## config.mk

```make
export PLATFORM = sky130hd
export DESIGN_NAME = qkv_stream_loader
export DESIGN_NICKNAME = d
export VERILOG_FILES = /design/src/rtl/attn_pkg.sv /design/src/rtl/qkv_elem_buf.sv /design/src/rtl/qkv_stream_loader.sv
export SDC_FILE = /design/constraint.sdc
export NUM_CORES = 2
export LEC_CHECK = 0
export CAP_MARGIN = 0
export CORE_ASPECT_RATIO = 0.7
export CORE_MARGIN = 1.5
export CORE_UTILIZATION = 65
export DETAILED_ROUTE_END_ITERATION = 8
export PLACE_DENSITY_LB_ADDON = 0.15
export SLEW_MARGIN = 30
export SYNTH_ARGS = -nofsm -noshare
export SYNTH_HDL_FRONTEND = slang
export SYNTH_SLANG_ARGS = --single-unit
```

## constraint.sdc

```tcl
create_clock -name clk -period 10.25 [get_ports clk]
set_input_delay 2.05 -clock clk [delete_from_list [all_inputs] [get_ports clk]]
set_output_delay 2.05 -clock clk [all_outputs]
set_load 0.01 [all_outputs]
```

## src/rtl/attn_pkg.sv

```systemverilog
// Shared definitions for the attention front end.
//   ATTN_DATA_WIDTH : element width of q/k/v, common with the attention core
//   ATTN_K_DEFAULT  : tile length used when a zero length is requested
//   ATTN_MAX_K      : buffer depth and largest legal tile length
//   buf_sel_e       : buffer select encoding on the host write port
//   loader_state_e  : streaming loader state machine states
package attn_pkg;

  localparam int ATTN_DATA_WIDTH = 16;
  localparam int ATTN_K_DEFAULT  = 16;
  localparam int ATTN_MAX_K      = 64;

  typedef enum logic [1:0] {
    SEL_Q    = 2'd0,
    SEL_K    = 2'd1,
    SEL_V    = 2'd2,
    SEL_RSVD = 2'd3
  } buf_sel_e;

  typedef enum logic [1:0] {
    ST_IDLE   = 2'd0,
    ST_LAUNCH = 2'd1,
    ST_STREAM = 2'd2,
    ST_FINISH = 2'd3
  } loader_state_e;

endpackage

```

## src/rtl/qkv_elem_buf.sv

```systemverilog
// Single element buffer: one write port, one synchronous read port.
// Read data appears the cycle after i_re. Contents are never reset.
// Ports:
//   clk      : clock
//   i_we     : write strobe
//   i_waddr  : write index
//   i_wdata  : write value
//   i_re     : read enable
//   i_raddr  : read index
//   o_rdata  : registered read data
module qkv_elem_buf
  import attn_pkg::*;
#(
  parameter int DATA_WIDTH = ATTN_DATA_WIDTH,
  parameter int DEPTH      = ATTN_MAX_K,
  parameter int ADDR_W     = $clog2(DEPTH)
) (
  input  logic                  clk,
  input  logic                  i_we,
  input  logic [ADDR_W-1:0]     i_waddr,
  input  logic [DATA_WIDTH-1:0] i_wdata,
  input  logic                  i_re,
  input  logic [ADDR_W-1:0]     i_raddr,
  output logic [DATA_WIDTH-1:0] o_rdata
);

  logic [DATA_WIDTH-1:0] r_mem [DEPTH];
  logic [DATA_WIDTH-1:0] r_rdata;

  always_ff @(posedge clk) begin
    if (i_we) r_mem[i_waddr] <= i_wdata;
    if (i_re) r_rdata <= r_mem[i_raddr];
  end

  assign o_rdata = r_rdata;

endmodule

```

## src/rtl/qkv_stream_loader.sv

```systemverilog
// Q/K/V stream loader feeding the attention core.
// The host fills three element buffers; a start request launches the core
// (one-cycle core_start with the tile length) and then streams aligned
// (q[i], k[i], v[i]) triples over valid/ready at one triple per cycle.
// Ports:
//   clk, rst_n                   : clock, synchronous active-low reset
//   wr_en/wr_sel/wr_addr/wr_data : host buffer write port
//   start, k_len                 : launch request and requested tile length
//   clear_err                    : clears the sticky error flags
//   busy, done                   : pass in progress / end-of-pass pulse
//   len_err, wr_err              : sticky rejected-start / dropped-write flags
//   core_start, core_k_tile      : core launch pulse and effective length
//   out_valid, out_ready         : triple handshake to the core
//   q_data, k_data, v_data       : streamed elements
//   perf_stall_count             : saturating count of backpressured cycles
module qkv_stream_loader
  import attn_pkg::*;
#(
  parameter int DATA_WIDTH = ATTN_DATA_WIDTH,
  parameter int MAX_K      = ATTN_MAX_K,
  parameter int K_DEFAULT  = ATTN_K_DEFAULT,
  parameter int ADDR_W     = $clog2(MAX_K)
) (
  input  logic                  clk,
  input  logic                  rst_n,
  input  logic                  wr_en,
  input  logic [1:0]            wr_sel,
  input  logic [ADDR_W-1:0]     wr_addr,
  input  logic [DATA_WIDTH-1:0] wr_data,
  input  logic                  start,
  input  logic [15:0]           k_len,
  input  logic                  clear_err,
  output logic                  busy,
  output logic                  done,
  output logic                  len_err,
  output logic                  wr_err,
  output logic                  core_start,
  output logic [15:0]           core_k_tile,
  output logic                  out_valid,
  input  logic                  out_ready,
  output logic [DATA_WIDTH-1:0] q_data,
  output logic [DATA_WIDTH-1:0] k_data,
  output logic [DATA_WIDTH-1:0] v_data,
  output logic [31:0]           perf_stall_count
);

  // Counters must reach MAX_K itself, hence one bit more than the address.
  localparam int CNT_W  = ADDR_W + 1;
  localparam int TRIP_W = 3 * DATA_WIDTH;

  loader_state_e r_state;
  loader_state_e w_state_next;

  logic [CNT_W-1:0]  r_len;
  logic [CNT_W-1:0]  r_rd_idx;
  logic [CNT_W-1:0]  r_hs_cnt;
  logic [15:0]       r_k_tile;
  logic              r_rd_vld;
  logic [TRIP_W-1:0] r_skid [2];
  logic [1:0]        r_skid_cnt;
  logic              r_len_err;
  logic              r_wr_err;
  logic [31:0]       r_stall;

  logic                  w_accept;
  logic                  w_reject;
  logic                  w_hs;
  logic                  w_last_hs;
  logic                  w_issue;
  logic                  w_pop;
  logic                  w_push;
  logic                  w_wr_drop;
  logic [2:0]            w_occ;
  logic [1:0]            w_push_slot;
  logic [2:0]            w_buf_we;
  logic [DATA_WIDTH-1:0] w_rd_data [3];
  logic [TRIP_W-1:0]     w_rd_triple;
  logic [TRIP_W-1:0]     w_head;

  assign w_accept = (r_state == ST_IDLE) && start && (k_len <= 16'(MAX_K));
  assign w_reject = (r_state == ST_IDLE) && start && (k_len > 16'(MAX_K));

  // ---------------------------------------------------------------- buffers
  genvar gi;
  generate
    for (gi = 0; gi < 3; gi++) begin : g_buf
      assign w_buf_we[gi] = wr_en && !busy && (wr_sel == 2'(gi));
      qkv_elem_buf #(
        .DATA_WIDTH (DATA_WIDTH),
        .DEPTH      (MAX_K),
        .ADDR_W     (ADDR_W)
      ) u_buf (
        .clk     (clk),
        .i_we    (w_buf_we[gi]),
        .i_waddr (wr_addr),
        .i_wdata (wr_data),
        .i_re    (w_issue),
        .i_raddr (r_rd_idx[ADDR_W-1:0]),
        .o_rdata (w_rd_data[gi])
      );
    end
  endgenerate

  assign w_wr_drop = wr_en && (busy || (wr_sel == SEL_RSVD));

  // ------------------------------------------------------- output staging
  // The head triple comes from the skid when it holds anything, otherwise
  // straight from the buffer read registers; this gives the first triple
  // one cycle after the LAUNCH read without an extra pipeline stage.
  assign w_rd_triple = {w_rd_data[0], w_rd_data[1], w_rd_data[2]};
  assign w_head      = (r_skid_cnt != 2'd0) ? r_skid[0] : w_rd_triple;
  assign out_valid   = (r_skid_cnt != 2'd0) || r_rd_vld;
  assign w_hs        = out_valid && out_ready;
  assign w_last_hs   = w_hs && (r_hs_cnt == (r_len - CNT_W'(1)));

  assign w_pop       = w_hs && (r_skid_cnt != 2'd0);
  // Fresh read data is parked unless it is handed over directly this cycle.
  assign w_push      = r_rd_vld && !((r_skid_cnt == 2'd0) && out_ready);
  assign w_push_slot = r_skid_cnt - 2'(w_pop);

  // Issue a read only if, counting the read in flight, the skid cannot
  // overflow: occupancy after this cycle's handshake must leave a free slot.
  assign w_occ   = {1'b0, r_skid_cnt} + {2'b00, r_rd_vld} - {2'b00, w_hs};
  assign w_issue = ((r_state == ST_LAUNCH) || (r_state == ST_STREAM)) &&
                   (r_rd_idx < r_len) && (w_occ <= 3'd1);

  assign q_data = out_valid ? w_head[TRIP_W-1 -: DATA_WIDTH]       : '0;
  assign k_data = out_valid ? w_head[2*DATA_WIDTH-1 -: DATA_WIDTH] : '0;
  assign v_data = out_valid ? w_head[DATA_WIDTH-1:0]               : '0;

  assign core_k_tile      = r_k_tile;
  assign len_err          = r_len_err;
  assign wr_err           = r_wr_err;
  assign perf_stall_count = r_stall;

  // -------------------------------------------------------------------- FSM
  always_ff @(posedge clk) begin
    if (!rst_n) r_state <= ST_IDLE;
    else        r_state <= w_state_next;
  end

  always_comb begin
    w_state_next = r_state;
    busy         = 1'b0;
    done         = 1'b0;
    core_start   = 1'b0;
    unique case (r_state)
      ST_IDLE: begin
        if (w_accept) w_state_next = ST_LAUNCH;
      end
      ST_LAUNCH: begin
        busy         = 1'b1;
        core_start   = 1'b1;
        w_state_next = ST_STREAM;
      end
      ST_STREAM: begin
        busy = 1'b1;
        if (w_last_hs) w_state_next = ST_FINISH;
      end
      ST_FINISH: begin
        busy         = 1'b1;
        done         = 1'b1;
        w_state_next = ST_IDLE;
      end
      default: w_state_next = ST_IDLE;
    endcase
  end

  // --------------------------------------------- control and status state
  always_ff @(posedge clk) begin
    if (!rst_n) begin
      r_len      <= '0;
      r_rd_idx   <= '0;
      r_hs_cnt   <= '0;
      r_k_tile   <= 16'(K_DEFAULT);
      r_rd_vld   <= 1'b0;
      r_skid_cnt <= 2'd0;
      r_len_err  <= 1'b0;
      r_wr_err   <= 1'b0;
      r_stall    <= '0;
    end else begin
      r_rd_vld   <= w_issue;
      r_skid_cnt <= r_skid_cnt - 2'(w_pop) + 2'(w_push);

      if (w_accept) begin
        r_len    <= (k_len == 16'd0) ? CNT_W'(K_DEFAULT) : k_len[CNT_W-1:0];
        r_k_tile <= (k_len == 16'd0) ? 16'(K_DEFAULT) : k_len;
        r_rd_idx <= '0;
        r_hs_cnt <= '0;
      end else begin
        if (w_issue) r_rd_idx <= r_rd_idx + CNT_W'(1);
        if (w_hs)    r_hs_cnt <= r_hs_cnt + CNT_W'(1);
      end

      // A new error in the same cycle as clear_err takes priority.
      if (w_reject)       r_len_err <= 1'b1;
      else if (clear_err) r_len_err <= 1'b0;
      if (w_wr_drop)      r_wr_err  <= 1'b1;
      else if (clear_err) r_wr_err  <= 1'b0;

      if (w_accept) begin
        r_stall <= '0;
      end else if ((r_state == ST_STREAM) && out_valid && !out_ready &&
                   (r_stall != '1)) begin
        r_stall <= r_stall + 32'd1;
      end
    end
  end

  // Skid storage is pure datapath; validity is tracked by r_skid_cnt.
  always_ff @(posedge clk) begin
    if (w_pop) r_skid[0] <= r_skid[1];
    if (w_push) begin
      if (w_push_slot == 2'd0) r_skid[0] <= w_rd_triple;
      else                     r_skid[1] <= w_rd_triple;
    end
  end

endmodule

```

==> impl_metrics.csv <==
group,metric,value,unit
drt,drtAntennaViolNets,0,
place,io_buffers,147,
die,core_area,0.1936,mm²
finish,drive_above_1_share,25.32,%
sta,min_period,5.533,ns
sta,finClkSkew,0.02658,ns
global_route,antenna_found_initial,15,
logic_synthesis,syn_nets,5902,
logic_synthesis,synth_mux_area_share,16.08,%
logic_synthesis,yosysSeqAreaShare,77.38,%
worst_setup_path,crit_end,"g_buf[2].u_buf.o_rdata[6]",
worst_setup_path,max_stage_delay,0.66,ns
worst_setup_path,rr_startpoint,"r_rd_idx[2]",
die,die_w,530.5,µm
place,routabilityCongestion,0.9099,
sta,max_slew_margin,22.30,%
clock_tree,cts_max_path_buffers,4,
sta,setup_viol,0,
logic_synthesis,synth_xor_area_share,0.3666,%
worst_setup_path,rrSetupSlack,5.09,ns
logic_synthesis,synth_flop_cell,"edfxtp_1",
worst_setup_path,crit_type,"in -> reg",
logic_synthesis,synthSimpleGateAreaFrac,2.622,%
logic_synthesis,ys_warn_count,0,
place,dp_cells,8538,
die,fp-row-count,135,
clock_tree,cts_resized,0,
min_path,hp-class,"reg -> reg",
die,io_pins,148,
outcome,outcome,"finished, final reports clean",
logic_synthesis,ys_types,58,
drt,vias,62715,
clock_tree,post_cts_buffers,0,
worst_setup_path,crit_path_start_kind,"input port",
clock_tree,cts_buffers,299,
sta,fin_crit_sh,53.98,%
clock_tree,htreeDepth,5,
clock_tree,clk_pin_slew,0.06,ns
die,start_util,65.41,%
drt,drt_wl_total,319200,µm
global_route,grt_pass1_wl,449200,µm
power_and_ir_drop,power_density,183.9,mW/mm²
sta,tightest_slew,1.160,ns
drt,drtPass1Iterations,6,
logic_synthesis,synth_top_family_by_area,"multiplexers",
finish,instances_no_fill,9064,
worst_setup_path,cp-end-kind,"flip-flop",
worst_setup_path,cp_max_fo,48,
logic_synthesis,synthArstFlopShare,0,%
global_route,grt_use_total,32.75,%
worst_setup_path,r2r_end,"g_buf[0].u_buf.o_rdata[0]",
logic_synthesis,synth_edf_count,3216,
logic_synthesis,avgSynthCellArea,21.70,µm²
sta,rsz0062_at_grt,"no",
worst_setup_path,cp_num_buf_inv,4,
sta,max_freq,180.7,MHz
drt,drtIter0Drc,9358,
global_route,grt_pass1_vias,60757,
worst_setup_path,slowest_stage,"clkinv_2",
sta,tns,0,ns
place,place_hpwl,191200,µm
power_and_ir_drop,ir_drop,0.2165,mV
finish,area_growth,11.92,%
die,die_h,372.3,µm
clock_tree,clk_latency,0.84,ns
die,dieArea,0.1975,mm²
worst_setup_path,crit_start,"out_ready",
finish,nets,6311,
power_and_ir_drop,p_leak,42.82,nW
drt,wl_per_cell,35.21,µm
finish,fillCellCount,10790,
global_route,overflow,0,
sta,finalHoldViolCount,0,
worst_setup_path,path_delay_family,"buffers and inverters",
finish,layout_common_cells,"edfxtp_1 (3216), mux4_2 (800), clkbuf_16 (310), nor2_1 (271), buf_4 (261)",
logic_synthesis,synth_area,0.1266,mm²
run,drv_cap,0,
worst_setup_path,reg2reg_depth,9,
logic_synthesis,synth_compound_area_share,1.965,%
worst_setup_path,crit_required,10.72,ns
sta,slew_viol_final,0,
clock_tree,cts_hold_buf,0,
logic_synthesis,synth_area_leaders,"edfxtp_1 (76%), mux4_2 (14%), mux2i_1 (1.4%), dfxtp_1 (1.1%), nor2_1 (0.96%)",
logic_synthesis,yosys.area.top_type,"edfxtp_1",
drt,remaining_drc_errors,0,
clock_tree,cts_tree,"done",
clock_tree,clockRootBuffer,"clkbuf_16",
clock_tree,cts_sinks,3286,
logic_synthesis,ys_ff_latch,3286,
global_route,grt_max_degree,132,
worst_setup_path,cp_num_cells,11,
worst_setup_path,cp.arrival,6.01,ns
drt,vias_per_cell,6.919,
logic_synthesis,synth_top_area_share,76.27,%
worst_setup_path,crit_path_cell_trace,"clkdlybuf4s50_1 > nor2b_1 > ha_1 > inv_1 > ha_1 > inv_1 > fa_1 > xor2_1 > a2111oi_2 > o21ai_0 > clkinv_2",
logic_synthesis,synthAdderAreaFrac,0.2036,%
finish,final_common_cell,"edfxtp_1",
logic_synthesis,netlist_instances,5836,
==> per-stage QoR <==
stage	hold slack (ns)	total power, W	setup slack [ns]	utilization [%]	instance area (µm²)
after floorplan	0.4466	0.01520	3.659	-	126600
after global placement	0.4406	0.01557	3.800	68.22	132100
after detailed placement	0.4450	0.01560	3.770	68.26	132100
after CTS	0.4649	0.02611	4.668	72.97	141300
after global routing	0.4752	0.02665	4.393	73.20	141700
final	0.4589	0.02606	4.717	73.21	141700
==> where the power goes <==
group | internal, W | switching [W]
combinational | 0.000128 | 0.000414
sequential | 0.0148 | 0.0000117
clock | 0.00598 | 0.00477
total | 0.0209 | 0.00519
==> cell families after synthesis <==
| logic type | Yosys count |
|---|---|
| buffers and inverters | 348 |
| adder cells (fa/ha/maj) | 20 |
| multiplexers | 1028 |
| XOR/XNOR | 53 |
| flip-flops | 3286 |
| AO/OA/AOI/OAI | 345 |
| AND/OR/NAND/NOR | 756 |
==> synth_stat cells, types with 42 or more instances <==
cell type / n
a22oi_1: 87
nand3_1: 79
mux2i_1: 175
nand2_1: 211
edfxtp_1: 3216
a21oi_1: 42
mux2_2: 53
dfxtp_1: 70
nor2_1: 325
clkbuf_1: 135
mux4_2: 800
buf_2: 89
==> worst min path at each step <==
stage                       to                       from  cells past startpoint  slack (ns)
3_5_place_dp    core_k_tile[7]             core_k_tile[7]                      1        0.45
6_report        core_k_tile[7]             core_k_tile[7]                      1        0.46
5_1_grt         core_k_tile[7]             core_k_tile[7]                      1        0.48
4_1_cts         core_k_tile[7]             core_k_tile[7]                      1        0.46
2_1_floorplan    r_skid[0][48]  g_buf[2].u_buf.o_rdata[0]                      0        0.45
3_3_place_gp   core_k_tile[13]            core_k_tile[13]                      1        0.44
==> area by class of cell <==
cell class	instances	area, µm²	share of cell area, %
Sequential cell	3286	98000	69.15
Multi-Input combinational cell	2202	27320	19.28
Clock buffer	376	8005	5.649
Timing Repair Buffer	430	3899	2.751
Tap cell	2603	3257	2.298
Clock inverter	133	1114	0.7858
Inverter	26	98.84	0.06975
Antenna cell	8	20.02	0.01413
==> sequential cells by signal (all words and copies together) (netlist names), 2 cells and up <==
signal               count
core_k_tile             11
r_len                    6
g_buf.u_buf.r_mem     3072
g_buf.u_buf.o_rdata     48
r_state                  2
r_rd_idx                 7
r_skid_cnt               2
perf_stall_count        32
r_skid                  96
r_hs_cnt                 7
==> layer usage <==
| layer | vias to the layer above | global-route usage (%) | share of wire (%) |
|---|---|---|---|
| met5 | - | 0 | 0.041 |
| li1 | 25133 | - | - |
| met4 | 12 | 8.155 | 2.4 |
| met3 | 501 | 14.65 | 16 |
| met2 | 4287 | 45.50 | 44 |
| met1 | 32782 | 48.11 | 38 |
No activity file was read; power rests on OpenSTA's default activity.
